`config.mk`:
```
export PLATFORM = sky130hd
export DESIGN_NAME = video_pattern_gen
export DESIGN_NICKNAME = d
export VERILOG_FILES = /design/src/rtl/video_pattern_gen.sv
export SDC_FILE = /design/constraint.sdc
export NUM_CORES = 1
export LEC_CHECK = 0
export ABC_AREA = 1
export CORE_UTILIZATION = 57
export CTS_BUF_LIST = sky130_fd_sc_hd__clkbuf_2
export DETAILED_ROUTE_END_ITERATION = 8
export PLACE_DENSITY = 0.82
export REMOVE_ABC_BUFFERS = 1
export SKIP_CTS_REPAIR_TIMING = 1
export SLEW_MARGIN = 20
export SYNTH_ARGS = -nofsm -noshare
export SYNTH_HDL_FRONTEND = slang
export SYNTH_SLANG_ARGS = --single-unit
```
`constraint.sdc`:
```
create_clock -name clk -period 2.1 [get_ports clk]
set_clock_uncertainty 0.15 [all_clocks]
set_input_delay 0.42 -clock clk [delete_from_list [all_inputs] [get_ports clk]]
set_output_delay 0.42 -clock clk [all_outputs]
set_load 0.005 [all_outputs]
```
`src/rtl/video_pattern_gen.sv`:
```
// video_pattern_gen
// -----------------------------------------------------------------------------
// Source-side raster generator. Produces vs/hs/de timing plus 3 x 8-bit pixel
// data with a selectable test pattern (colour bars, ramp, checkerboard, solid).
// Raster order per line and per frame is: sync, back porch, active, front porch.
//
// Ports:
//   clk          pixel clock
//   rst          synchronous reset, active-high (priority over en)
//   en           run enable; low forces the raster to idle (all outputs 0)
//   mode         pattern select: 0 bars, 1 ramp, 2 checker, 3 solid
//   solid_r/g/b  solid colour used by mode 3
//   vs_out       low during vertical sync lines, high otherwise
//   hs_out       low during horizontal sync clocks, high otherwise
//   de_out       active pixel
//   data1_out    pixel channel 1 (R)
//   data2_out    pixel channel 2 (G)
//   data3_out    pixel channel 3 (B)
//   frame_start  one-cycle pulse on the first output cycle of each frame
//
// All outputs are registered: the output in cycle n+1 reflects the counter
// state of cycle n, so timing and data stay mutually aligned.
// H_ACTIVE must be a multiple of 8; H_TOTAL and V_TOTAL must not exceed 4096.
// -----------------------------------------------------------------------------
module video_pattern_gen #(
  parameter int H_SYNC   = 4,
  parameter int H_BP     = 8,
  parameter int H_ACTIVE = 64,
  parameter int H_FP     = 4,
  parameter int V_SYNC   = 2,
  parameter int V_BP     = 4,
  parameter int V_ACTIVE = 48,
  parameter int V_FP     = 2
) (
  input  logic       clk,
  input  logic       rst,
  input  logic       en,
  input  logic [1:0] mode,
  input  logic [7:0] solid_r,
  input  logic [7:0] solid_g,
  input  logic [7:0] solid_b,
  output logic       vs_out,
  output logic       hs_out,
  output logic       de_out,
  output logic [7:0] data1_out,
  output logic [7:0] data2_out,
  output logic [7:0] data3_out,
  output logic       frame_start
);

  localparam int H_TOTAL = H_SYNC + H_BP + H_ACTIVE + H_FP;
  localparam int V_TOTAL = V_SYNC + V_BP + V_ACTIVE + V_FP;

  localparam logic [11:0] H_LAST      = 12'(H_TOTAL - 1);
  localparam logic [11:0] V_LAST      = 12'(V_TOTAL - 1);
  localparam logic [11:0] H_SYNC_END  = 12'(H_SYNC);
  localparam logic [11:0] V_SYNC_END  = 12'(V_SYNC);
  localparam logic [11:0] H_ACT_START = 12'(H_SYNC + H_BP);
  localparam logic [11:0] H_ACT_STOP  = 12'(H_SYNC + H_BP + H_ACTIVE);
  localparam logic [11:0] V_ACT_START = 12'(V_SYNC + V_BP);
  localparam logic [11:0] V_ACT_STOP  = 12'(V_SYNC + V_BP + V_ACTIVE);
  localparam logic [11:0] BAR_W       = 12'(H_ACTIVE / 8);

  // Colour-bar lookup, {R,G,B}. Indices outside 0..7 cannot occur while de is
  // high; they map to black.
  function automatic logic [23:0] bar_colour(input logic [11:0] bar);
    logic [23:0] c;
    case (bar)
      12'd0:   c = 24'hFF_FF_FF;  // white
      12'd1:   c = 24'hFF_FF_00;  // yellow
      12'd2:   c = 24'h00_FF_FF;  // cyan
      12'd3:   c = 24'h00_FF_00;  // green
      12'd4:   c = 24'hFF_00_FF;  // magenta
      12'd5:   c = 24'hFF_00_00;  // red
      12'd6:   c = 24'h00_00_FF;  // blue
      12'd7:   c = 24'h00_00_00;  // black
      default: c = 24'h00_00_00;
    endcase
    return c;
  endfunction

  logic [11:0] h_cnt_r;
  logic [11:0] v_cnt_r;
  logic [1:0]  mode_r;
  logic [23:0] colour_r;

  logic        hs_s;
  logic        vs_s;
  logic        de_s;
  logic        fs_s;
  logic [11:0] x_s;
  logic [11:0] y_s;
  logic [11:0] bar_s;
  logic [1:0]  mode_s;
  logic [23:0] colour_s;
  logic [23:0] pix_s;

  // Raster counters: advance while enabled, held at the origin otherwise so
  // that a restart always begins with a full sync sequence.
  always_ff @(posedge clk) begin
    if (rst) begin
      h_cnt_r <= 12'd0;
      v_cnt_r <= 12'd0;
    end else if (!en) begin
      h_cnt_r <= 12'd0;
      v_cnt_r <= 12'd0;
    end else if (h_cnt_r == H_LAST) begin
      h_cnt_r <= 12'd0;
      if (v_cnt_r == V_LAST) begin
        v_cnt_r <= 12'd0;
      end else begin
        v_cnt_r <= v_cnt_r + 12'd1;
      end
    end else begin
      h_cnt_r <= h_cnt_r + 12'd1;
    end
  end

  // Pattern settings are captured only at the frame origin, so a change made
  // mid-frame shows up on the next frame.
  always_ff @(posedge clk) begin
    if (rst) begin
      mode_r   <= 2'd0;
      colour_r <= 24'h00_00_00;
    end else if (en && fs_s) begin
      mode_r   <= mode;
      colour_r <= {solid_r, solid_g, solid_b};
    end else begin
      mode_r   <= mode_r;
      colour_r <= colour_r;
    end
  end

  // Timing decode and pattern generation from the current counter state.
  always_comb begin
    hs_s     = 1'b0;
    vs_s     = 1'b0;
    de_s     = 1'b0;
    fs_s     = 1'b0;
    x_s      = 12'd0;
    y_s      = 12'd0;
    bar_s    = 12'd0;
    mode_s   = 2'd0;
    colour_s = 24'h00_00_00;
    pix_s    = 24'h00_00_00;

    hs_s = (h_cnt_r >= H_SYNC_END);
    vs_s = (v_cnt_r >= V_SYNC_END);
    de_s = (h_cnt_r >= H_ACT_START) && (h_cnt_r < H_ACT_STOP) &&
           (v_cnt_r >= V_ACT_START) && (v_cnt_r < V_ACT_STOP);
    fs_s = (h_cnt_r == 12'd0) && (v_cnt_r == 12'd0);

    // Coordinates are only meaningful while de is high.
    x_s   = h_cnt_r - H_ACT_START;
    y_s   = v_cnt_r - V_ACT_START;
    bar_s = x_s / BAR_W;

    // At the frame origin the freshly captured settings apply immediately;
    // this only matters for rasters with zero sync and back porch.
    if (fs_s) begin
      mode_s   = mode;
      colour_s = {solid_r, solid_g, solid_b};
    end else begin
      mode_s   = mode_r;
      colour_s = colour_r;
    end

    if (de_s) begin
      case (mode_s)
        2'd0:    pix_s = bar_colour(bar_s);
        2'd1:    pix_s = {x_s[7:0], x_s[7:0], x_s[7:0]};
        // 8x8 checker cells: bit 3 of x xor bit 3 of y.
        2'd2:    pix_s = (((x_s ^ y_s) & 12'h008) != 12'h000) ? 24'hFF_FF_FF : 24'h00_00_00;
        2'd3:    pix_s = colour_s;
        default: pix_s = 24'h00_00_00;
      endcase
    end else begin
      pix_s = 24'h00_00_00;
    end
  end

  // Output register stage; the idle raster (en low) drives everything to 0.
  always_ff @(posedge clk) begin
    if (rst) begin
      vs_out      <= 1'b0;
      hs_out      <= 1'b0;
      de_out      <= 1'b0;
      frame_start <= 1'b0;
      data1_out   <= 8'h00;
      data2_out   <= 8'h00;
      data3_out   <= 8'h00;
    end else if (!en) begin
      vs_out      <= 1'b0;
      hs_out      <= 1'b0;
      de_out      <= 1'b0;
      frame_start <= 1'b0;
      data1_out   <= 8'h00;
      data2_out   <= 8'h00;
      data3_out   <= 8'h00;
    end else begin
      vs_out      <= vs_s;
      hs_out      <= hs_s;
      de_out      <= de_s;
      frame_start <= fs_s;
      data1_out   <= pix_s[23:16];
      data2_out   <= pix_s[15:8];
      data3_out   <= pix_s[7:0];
    end
  end

endmodule

```
==> summary.md, run 1 <==
| Metric | Value |
|---|---|
| Status | finished, violations left |
| Failing checks | negative setup slack |
| Row cnt | 30 |
| Area growth, synth to finish | 37.1% |
| Netlist cell types | 37 |
| Share of cells above drive strength 1 | 0.235 |
| First-pass GRT wire length | 16700 um |
| Placed insts | 749 |
| Gr usage total | 0.281 |
| Root Buffer | clkbuf_2 |
| Area of placed instances | 5050 um2 |
| Die width | 87.6 um |
| Measured slew at the worst slew-check pin | 461 ps |
| Num CTS Buffers | 9 |
| Worst r2r path cells | 11 |
| Drt initial violations | 412 |
| Clk_lat worst skew | 570 ps |
| Cell area after layout | 5720 um2 |
| Reg-to-reg endpoint | data1_out[5]$_SDFF_PP0_ |
| Wire per inst | 16.1 um |
| Flops & latches, synth | 78 |
| Final Setup Violations | 10 |
| Diodes inserted | 0 |
| Worst Path Required | 2490 ps |
| Worst min-delay path class | input port to register |
| Synth async-reset ratio | 0 |
| Worst r2r src | h_cnt_r[9]$_SDFF_PP0_ |
| Chip Height | 87.6 um |
| Arr. time, crit path | 2560 ps |
| EDFF count, synth | 0 |
| I/O Pins | 57 |
| Via Count | 4587 |
| Final period util | 1.04 |
| CP endpoint kind | register |
| CTS clk-pin slew, worst paths | 230 ps |
| Syn Inst Count | 582 |
| RSZ-0062 raised after global routing | true |
| RD Place Congestion | 0.874 |
| CTS tree | built |
| Vias/cell | 5.81 |
| Largest net degree at the start of global routing | 30 |
| H-tree levels | 3 |
| Lkg Pwr | 2.48 nW |
| Non-filler cells in the finished layout | 790 |
| Max Clk Rate | 459 MHz |
| Antenna violations before repair | 0 |
| Syn Std Cell Area | 4170 um2 |
| Final Net Count | 726 |
| Avg Inst Size Synth | 7.17 um2 |
| Post-place setup slack | -152 ps |
| CP Max Fanout | 12 |
| Hpwl dp | 7860 um |
| Total gr overflow | 0 |
| Warning count from the yosys run | 0 |
| Clock period minus worst slack | 2180 ps |
| R2R Setup Slk | -80 ps |
| Final hold vios | 0 |
| Vias in the first global route | 3719 |
| Final Worst Setup Slack | -77.0 ps |
| Initial Util | 0.601 |
| CP Launch Point | h_cnt_r[9]$_SDFF_PP0_ |
| Crit path launch type | register |
| MaxCap Viol Count | 0 |
| Port Buffers | 56 |
| Relative max-transition margin | 0.692 |
| Filler Cells Inserted | 407 |
| Cell Pwr Density | 573 nW/um2 |
| Part of the Yosys area used for sequential elements | 0.374 |
| Setup CP Type | register to register |
| DRC violations left | 0 |
| Drt first pass iters | 5 |
| Critical path destination | data1_out[5]$_SDFF_PP0_ |
| Core area | 6940 um2 |
| Sinks on the clock net | 78 |
| Fin util | 0.824 |
| Max Root-Sink Buffers | 2 |
| WL final | 12700 um |
| Fin. max-slew vios | 0 |
| IR Drop Worst-Case VDD | 0.000517 V |
| Post-route ant nets | 0 |
| Post-synth top flop | dfxtp_1 |
| Die ar. | 7670 um2 |
## worst max-delay path: stages (launching register included)
cell       delay (ps)
dfxtp_1           380
nor2_1            140
nand2_1           130
nor2_4            210
buf_6             170
nand4_1           170
nand2_4           220
clkbuf_16         190
nand3_1           110
nand3_1           120
nor2_1             50
nor2_1             80
## per-layer routing
layer	global-route usage	wire, um	vias up	part of all wire
li1	-	-	2146	-
met1	0.371	5050	2077	0.40
met2	0.452	6090	305	0.48
met3	0.0613	1110	59	0.087
met4	0.104	482	0	0.038
met5	0	0	-	0
## through the flow
stage | total power [mW] | hold slack (ps) | TNS (ps)
after floorplan | 1.90 | 280 | -48070
final | 3.28 | 259 | -315
after global placement | 2.10 | 312 | 0
after global routing | 3.39 | 249 | -3090
after CTS | 3.08 | 272 | -2180
after detailed placement | 2.12 | 322 | -1200
## cell families (layout without fill, tap and decap cells)
family	count (synthesis)	after routing	share of synthesized area
and+or+nand+nor	362	365	0.424
buffers and inverters	73	182	0.0896
AOI/OAI and AO/OA	50	50	0.0656
xor gates and xnor gates	11	11	0.0231
DFF	78	78	0.374
adders and majority gates	8	8	0.0240
## where the power goes
part           internal [mW]  switching (mW)  leakage (nW)
clock                  0.409           0.591        0.0831
sequential              1.53          0.0274         0.640
combinational          0.317           0.401          1.75
## worst min-delay path by stage
stage	startpoint	end	slack [ps]	cells past startpoint
after global routing	rst	frame_start$_SDFF_PP0_	250	2
after global placement	colour_r[17]$_SDFFE_PP0P_	colour_r[17]$_SDFFE_PP0P_	310	2
after floorplan	h_cnt_r[0]$_SDFF_PP0_	h_cnt_r[0]$_SDFF_PP0_	280	1
after detailed placement	colour_r[20]$_SDFFE_PP0P_	colour_r[20]$_SDFFE_PP0P_	320	2
after CTS	rst	frame_start$_SDFF_PP0_	270	2
final	rst	frame_start$_SDFF_PP0_	260	2
## cell usage in the layout (no fill, tap or decap), types with 9 or more instances in the layout
cell               n
buf_4             50
clkdlybuf4s50_1   56
o21ai_0           19
nand3_1           56
nor3_1             9
nand3_2           20
nand2_1           91
dfxtp_2           10
dfxtp_1           68
clkbuf_2          10
nand4_1           33
inv_1             32
nor2_1           121
a21oi_1           11
nor2_4             9
## state kept, by name, indices dropped and copies added, names as in the netlist
name         count
colour_r        24
h_cnt_r         12
v_cnt_r         12
data1_out        8
data2_out        8
data3_out        8
mode_r           2
de_out           1
frame_start      1
hs_out           1
vs_out           1
## synthesized netlist by cell type, drive strengths merged (3+ instances only)
| cell type | n | area share |
|---|---|---|
| inv | 42 | 0.038 |
| a21oi | 11 | 0.013 |
| nor3 | 13 | 0.019 |
| buf | 25 | 0.046 |
| nor2 | 132 | 0.13 |
| o21ai | 29 | 0.035 |
| nand3 | 78 | 0.11 |
| clkbuf | 5 | 0.0045 |
| dfxtp | 78 | 0.37 |
| nand2 | 99 | 0.099 |
| a211oi | 3 | 0.0054 |
| nand4 | 36 | 0.061 |
| xor2 | 9 | 0.019 |
| ha | 8 | 0.024 |
## area by class of cell
type	instances	area, um2	area share
clock buffers	10	50.0	0.00875
well taps	96	120	0.0210
repair buffers	122	1240	0.217
multi-input cells	434	2470	0.431
inverters	43	171	0.0300
flip-flops and latches	78	1570	0.275
repair inverters	1	6.26	0.00109
clock inverters	6	93.8	0.0164
Power figures use the tool's default switching activity.
==> inputs of run 2 (changes only) <==
--- a/config.mk
+++ b/config.mk
@@ -11,7 +11,6 @@
 export DETAILED_ROUTE_END_ITERATION = 8
 export PLACE_DENSITY = 0.82
 export REMOVE_ABC_BUFFERS = 1
-export SKIP_CTS_REPAIR_TIMING = 1
 export SLEW_MARGIN = 20
 export SYNTH_ARGS = -nofsm -noshare
 export SYNTH_HDL_FRONTEND = slang
==> summary.md, run 2 (same netlist as run 1, synthesis figures left out) <==
| Metric | Value |
|---|---|
| RSZ-0062 raised after global routing | true |
| CP Launch Point | h_cnt_r[1]$_SDFF_PP0_ |
| Most frequent cells in the layout | nor2_1, nand2_1, dfxtp_1, clkdlybuf4s50_1, nand3_1 |
| Largest net degree at the start of global routing | 30 (unchanged) |
| DRC violations left | 0 (unchanged) |
| Cell Int Power | 2.26 mW (+0.24%) |
| CP Max Fanout | 6 (-6) |
| CP delay by family, top | simple AND/OR/NAND/NOR gates |
| Final Setup Violations | 23 (+13) |
| CP endpoint kind | register |
| CP Cell Sequence | inv_2, ha_4, nand3_4, nor2_4, buf_4, nand3_4, nand2_2, nand2_4, buf_12, nand3_2, nand3_1, nor2_1, nor2_1 |
| Largest Register | colour_r |
| Setup CP Type | register to register |
| Hpwl dp | 7860 um (unchanged) |
| Arr. time, crit path | 2560 ps (about the same) |
| Die width | 87.6 um (unchanged) |
| Relative max-transition margin | 0.655 (-0.0369) |
| Vias/cell | 5.83 (+0.44%) |
| Sinks on the clock net | 78 (unchanged) |
| Failing checks | negative setup slack |
| Post-CTS Hold Fix Bufs | 0 |
| Clk pwr share | 0.305 (about the same) |
| Share of cells above drive strength 1 | 0.251 (+0.0159) |
| RD Place Congestion | 0.874 (unchanged) |
| Placed insts | 749 (unchanged) |
| Top flop regs | colour_r (24), h_cnt_r (12), v_cnt_r (12) |
| Via Count | 4613 (+0.57%) |
| Worst min-delay path class | input port to register |
| Final period util | 1.04 (+0.00488) |
| Clk_lat worst skew | 590 ps (+20 ps) |
| CP max-delay cell | dfxtp_2 |
| Sw Pwr | 1.04 mW (+2.3%) |
| WL final | 13200 um (+3.8%) |
| Fin. max-slew vios | 0 (unchanged) |
| Wire per inst | 16.7 um (+3.6%) |
| Measured slew at the worst slew-check pin | 517 ps (+55.3 ps) |
| Post-route ant nets | 0 (unchanged) |
| Max incr delay on CP | 390 ps (about the same) |
| Final Net Count | 726 (unchanged) |
| Die ar. | 7670 um2 (unchanged) |
| I/O Pins | 57 (unchanged) |
| Hold Path Origin | rst |
| Fin util | 0.831 (+0.00703) |
| Cell Pwr Density | 573 nW/um2 (about the same) |
| H-tree levels | 3 (unchanged) |
| Antenna violations before repair | 1 (+1) |
| MaxCap Viol Count | 0 (unchanged) |
| Most common cell after layout, fill and taps aside | nor2_1 |
| Final Worst Setup Slack | -87.2 ps (-10.3 ps) |
| Drt first pass iters | 6 (+1) |
| Vias in the first global route | 3754 (+0.94%) |
| Row cnt | 30 (unchanged) |
| Worst Path Required | 2470 ps (-20 ps) |
| Comb pwr share | 0.223 (+0.004) |
| CTS tree | built |
| Switch share | 0.315 (+0.00432) |
| Drt initial violations | 450 (+9.2%) |
| Initial Util | 0.601 (unchanged) |
| Max reg flops | 24 (unchanged) |
| Worst r2r src | h_cnt_r[1]$_SDFF_PP0_ |
| Root Buffer | clkbuf_2 |
| Clock period minus worst slack | 2190 ps (+10.3 ps) |
| Crit path launch type | register |
| IR Drop Worst-Case VDD | 0.000522 V (+0.81%) |
| Status | finished, violations left |
| Lkg Pwr | 2.49 nW (+0.57%) |
| Gr usage total | 0.285 (+0.00401) |
| Final hold vios | 0 (unchanged) |
| Max Root-Sink Buffers | 2 (unchanged) |
| Max Clk Rate | 457 MHz (-0.47%) |
| CP Buf/Inv Count | 3 (+1) |
| First-pass GRT wire length | 16900 um (+1.3%) |
| Core area | 6940 um2 (unchanged) |
| Sequential power share | 0.472 (-0.004) |
| Area growth, synth to finish | 38.3% |
| Chip Height | 87.6 um (unchanged) |
| Total gr overflow | 0 (unchanged) |
| Non-filler cells in the finished layout | 791 (+0.13%) |
| Port Buffers | 56 (unchanged) |
| Num CTS Buffers | 9 (unchanged) |
| CTS clk-pin slew, worst paths | 250 ps (+20 ps) |
## run 2: power groups by stage
stage	Sequential, mW	Combinational, mW	Clock, mW
2_1_floorplan	1.58	0.325	0
3_3_place_gp	1.58	0.517	0
3_5_place_dp	1.58	0.531	0
4_1_cts	1.56	0.545	0.987
5_1_grt	1.57	0.785	1.06
6_report	1.56	0.738	1.01
## run 2: path summary, 6_finish.rpt
path | slack, ps | cells after the start | to
min | 220 | 2 | frame_start$_SDFF_PP0_
min reg2reg | 360 | 2 | colour_r[20]$_SDFFE_PP0P_
max reg2reg | -90 | 13 | data3_out[4]$_SDFF_PP0_
max | -90 | 13 | data3_out[4]$_SDFF_PP0_
## run 2: repair_timing
| item | 4_1_cts | 5_1_grt |
|---|---|---|
| pin swaps | 5 | 37 |
| cloned | 1 | 6 |
| resized for setup | 6 | 76 |
| buffers inserted | 1 | 18 |
| endpoints found under the setup margin | 43 | 56 |
## run 2: worst register-to-register path, cell delays in order (launching register included)
cell	delay, ps
dfxtp_2	390
inv_2	70
ha_4	150
nand3_4	80
nor2_4	160
buf_4	150
nand3_4	130
nand2_2	110
nand2_4	100
buf_12	150
nand3_2	120
nand3_1	120
nor2_1	180
nor2_1	50
## run 2: area by class of cell
type / count / area, um2
repair buffers: 122 / 1250
clock inverters: 6 / 93.8
fillers: 387 / 1170
multi-input cells: 434 / 2500
inverters: 43 / 171
repair inverters: 1 / 6.26
flip-flops and latches: 78 / 1580
diodes: 1 / 2.50
clock buffers: 10 / 50.0
well taps: 96 / 120
## run 2: layer usage
metal  wire, um  up-vias  track usage
met2       6310      303        0.460
met1       5130     2089        0.373
met4        598        0        0.107
li1           -     2144            -
met3       1180       77       0.0650
met5          0        -            0
## run 2: through the flow
step / hold slack [ps] / setup slack (ps) / TNS (ps) / power (mW) / area, um2
finish: 222 / -87.2 / -710 / 3.31 / 5770
global route: 245 / -152 / -3990 / 3.41 / 5770
CTS: 272 / 5.51 / 0 / 3.09 / 5230
detailed placement: 322 / -152 / -1200 / 2.12 / 5050
global placement: 312 / 41.1 / 0 / 2.10 / 5050
floorplan: 280 / -1040 / -48070 / 1.90 / 3960
==> inputs of run 3 (changes only) <==
--- a/config.mk
+++ b/config.mk
@@ -6,6 +6,7 @@
 export NUM_CORES = 1
 export LEC_CHECK = 0
 export ABC_AREA = 1
+export CORE_MARGIN = 2
 export CORE_UTILIZATION = 57
 export CTS_BUF_LIST = sky130_fd_sc_hd__clkbuf_2
 export DETAILED_ROUTE_END_ITERATION = 8
==> summary.md, run 3 (same netlist as run 1, synthesis figures left out) <==
| Metric | Value |
|---|---|
| Worst hold stages | 2 (unchanged) |
| CTS tree | built |
| Non-filler cells in the finished layout | 780 (-1.4%) |
| Cell Int Power | 2.08 mW (-7.9%) |
| Arr. time, crit path | 2440 ps (-120 ps) |
| CP max-delay cell | dfxtp_2 |
| Clk pwr share | 0.279 (-0.026) |
| H-tree levels | 3 (unchanged) |
| Switch share | 0.323 (+0.00747) |
| Largest Register | colour_r |
| Measured slew at the worst slew-check pin | 443 ps (-73.4 ps) |
| Final period util | 1.03 (-0.0135) |
| Lkg Pwr | 2.35 nW (-5.5%) |
| CP Cell Sequence | inv_2, ha_4, nand3_4, nor2_4, buf_4, nand3_4, buf_4, nor2_4, inv_6, o21ai_1, a21oi_1 |
| Status | finished, violations left |
| Hold path endpoint | frame_start$_SDFF_PP0_ |
| RD Place Congestion | 0.907 (+3.8%) |
| IR Drop Worst-Case VDD | 0.000414 V (-21%) |
| CP Max Fanout | 29 (+23) |
| Share of cells above drive strength 1 | 0.219 (-0.0319) |
| Busiest grt layer | met2 |
| Drt initial violations | 447 (-0.67%) |
| Clock period minus worst slack | 2160 ps (-28.3 ps) |
| Final Worst Setup Slack | -59.0 ps (+28.3 ps) |
| Total gr overflow | 0 (unchanged) |
| Core area | 7180 um2 (+3.3%) |
| Max Clk Rate | 463 MHz (+1.3%) |
| Max incr delay on CP | 400 ps (about the same) |
| I/O Pins | 57 (unchanged) |
| Vias in the first global route | 3705 (-1.3%) |
| Top flop regs | colour_r (24), h_cnt_r (12), v_cnt_r (12) |
| CP Launch Point | h_cnt_r[3]$_SDFF_PP0_ |
| Sinks on the clock net | 78 (unchanged) |
| Chip Height | 89.6 um (+2.3%) |
| RSZ-0062 raised after global routing | true |
| Hpwl dp | 7870 um (+0.18%) |
| Gr usage total | 0.275 (-0.00971) |
| Met1 Use GR | 0.360 (-0.0132) |
| Failing checks | negative setup slack |
| Fin. max-slew vios | 0 (unchanged) |
| Largest net degree at the start of global routing | 30 (unchanged) |
| Final Setup Violations | 15 (-35%) |
| Final hold vios | 0 (unchanged) |
| CTS clk-pin slew, worst paths | 260 ps (about the same) |
| Row cnt | 31 (+3.3%) |
| Port Buffers | 56 (unchanged) |
| GR Util met3 | 0.0448 (-0.0202) |
| Worst Path Required | 2380 ps (-90 ps) |
| Most common cell after layout, fill and taps aside | nor2_1 |
| Placed insts | 753 (+0.53%) |
| Cell Pwr Density | 558 nW/um2 (-2.5%) |
| Root Buffer | clkbuf_2 |
| Worst r2r path cells | 11 (-2) |
| Sw Pwr | 0.994 mW (-4.7%) |
| WL final | 12600 um (-4.8%) |
| Wire per inst | 16.1 um (-3.5%) |
| Via Count | 4567 (-1.0%) |
| Met2 capacity usage during global routing | 0.463 (+0.00305) |
| R2R Setup Slk | -60 ps (+30 ps) |
| Drt first pass iters | 8 (+2) |
| Post-route ant nets | 0 (unchanged) |
| Worst min-delay path class | input port to register |
| Hold Path Origin | rst |
| CP endpoint kind | register |
| First-pass GRT wire length | 17100 um (+0.90%) |
| Sequential power share | 0.506 (+0.034) |
| Setup CP Type | register to register |
| Hold WS | 261 ps (+39.2 ps) |
| Die ar. | 8020 um2 (+4.6%) |
| Relative max-transition margin | 0.704 (+0.0490) |
| Max reg flops | 24 (unchanged) |
| Max Root-Sink Buffers | 2 (unchanged) |
| Worst r2r src | h_cnt_r[3]$_SDFF_PP0_ |
| Die width | 89.6 um (+2.3%) |
| Antenna violations before repair | 0 (-1) |
| Initial Util | 0.582 (-0.0194) |
| DRC violations left | 0 (unchanged) |
| Reg-to-reg endpoint | mode_r[1]$_SDFFE_PP0P_ |
| Area growth, synth to finish | 32.1% |
| Diodes inserted | 0 (-1) |
| Crit path launch type | register |
| Vias/cell | 5.86 (+0.40%) |
| Comb pwr share | 0.215 (-0.008) |
| Final Net Count | 713 (-1.8%) |
| MaxCap Viol Count | 0 (unchanged) |
| Num CTS Buffers | 9 (unchanged) |
| Clk_lat worst skew | 550 ps (-40 ps) |
| Most frequent cells in the layout | nor2_1, nand2_1, dfxtp_1, clkdlybuf4s50_1, nand3_1 |
==> run 3: power groups by stage <==
stage	clock network [mW]	logic, mW	registers, mW
2_1_floorplan	0	0.325	1.58
3_3_place_gp	0	0.515	1.58
3_5_place_dp	0	0.526	1.58
4_1_cts	0.855	0.534	1.56
5_1_grt	0.907	0.707	1.56
6_report	0.860	0.662	1.56
==> run 3: how the worst max path moves through the flow <==
stage,to,slack [ps],cells past startpoint
global placement,mode_r[1]$_SDFFE_PP0P_,60,10
CTS,data2_out[3]$_SDFF_PP0_,10,12
finish,mode_r[1]$_SDFFE_PP0P_,-60,11
floorplan,mode_r[0]$_SDFFE_PP0P_,-1040,9
global route,mode_r[1]$_SDFFE_PP0P_,-150,11
detailed placement,mode_r[1]$_SDFFE_PP0P_,4,10
==> run 3: what timing repair did <==
action | CTS | global route
hold buffers | 0 | 0
endpoints found under the setup margin | 19 | 60
pin swaps | 0 | 25
resized for setup | 2 | 69
gates cloned | 1 | 4
buffers inserted | 1 | 5
==> run 3: layout make-up <==
| class | instances | area (um2) |
|---|---|---|
| fill | 481 | 1660 |
| clock inverter | 6 | 70.1 |
| clock buffer | 10 | 50.0 |
| tap | 99 | 124 |
| multi-input combinational | 433 | 2440 |
| timing repair buffer | 111 | 1080 |
| sequential | 78 | 1580 |
| inverter | 43 | 169 |
==> run 3: metrics by stage <==
stage / worst slack [ps] / total power, mW / setup TNS (ps) / util / cell area, um2
2_1_floorplan: -1040 / 1.90 / -48070 / - / 3960
3_3_place_gp: 59.1 / 2.10 / 0 / 0.703 / 5040
3_5_place_dp: 3.51 / 2.11 / 0 / 0.703 / 5040
4_1_cts: 13.6 / 2.95 / 0 / 0.722 / 5180
5_1_grt: -150 / 3.18 / -3200 / 0.768 / 5510
6_report: -59.0 / 3.08 / -260 / 0.768 / 5510
==> run 3: critical path, delay by kind of cell (launching register included) <==
family	cells	cell delay (ps)
AO/OA/AOI/OAI	2	270
adder cells (fa/ha/maj)	1	170
buffers and inverters	4	570
flip-flops	1	400
AND/OR/NAND/NOR	4	480
==> run 3: metal layers <==
| metal | routed length (um) | vias to the layer above |
|---|---|---|
| li1 | - | 2113 |
| met1 | 4820 | 2075 |
| met2 | 6140 | 297 |
| met3 | 1010 | 82 |
| met4 | 606 | 0 |
| met5 | 0 | - |
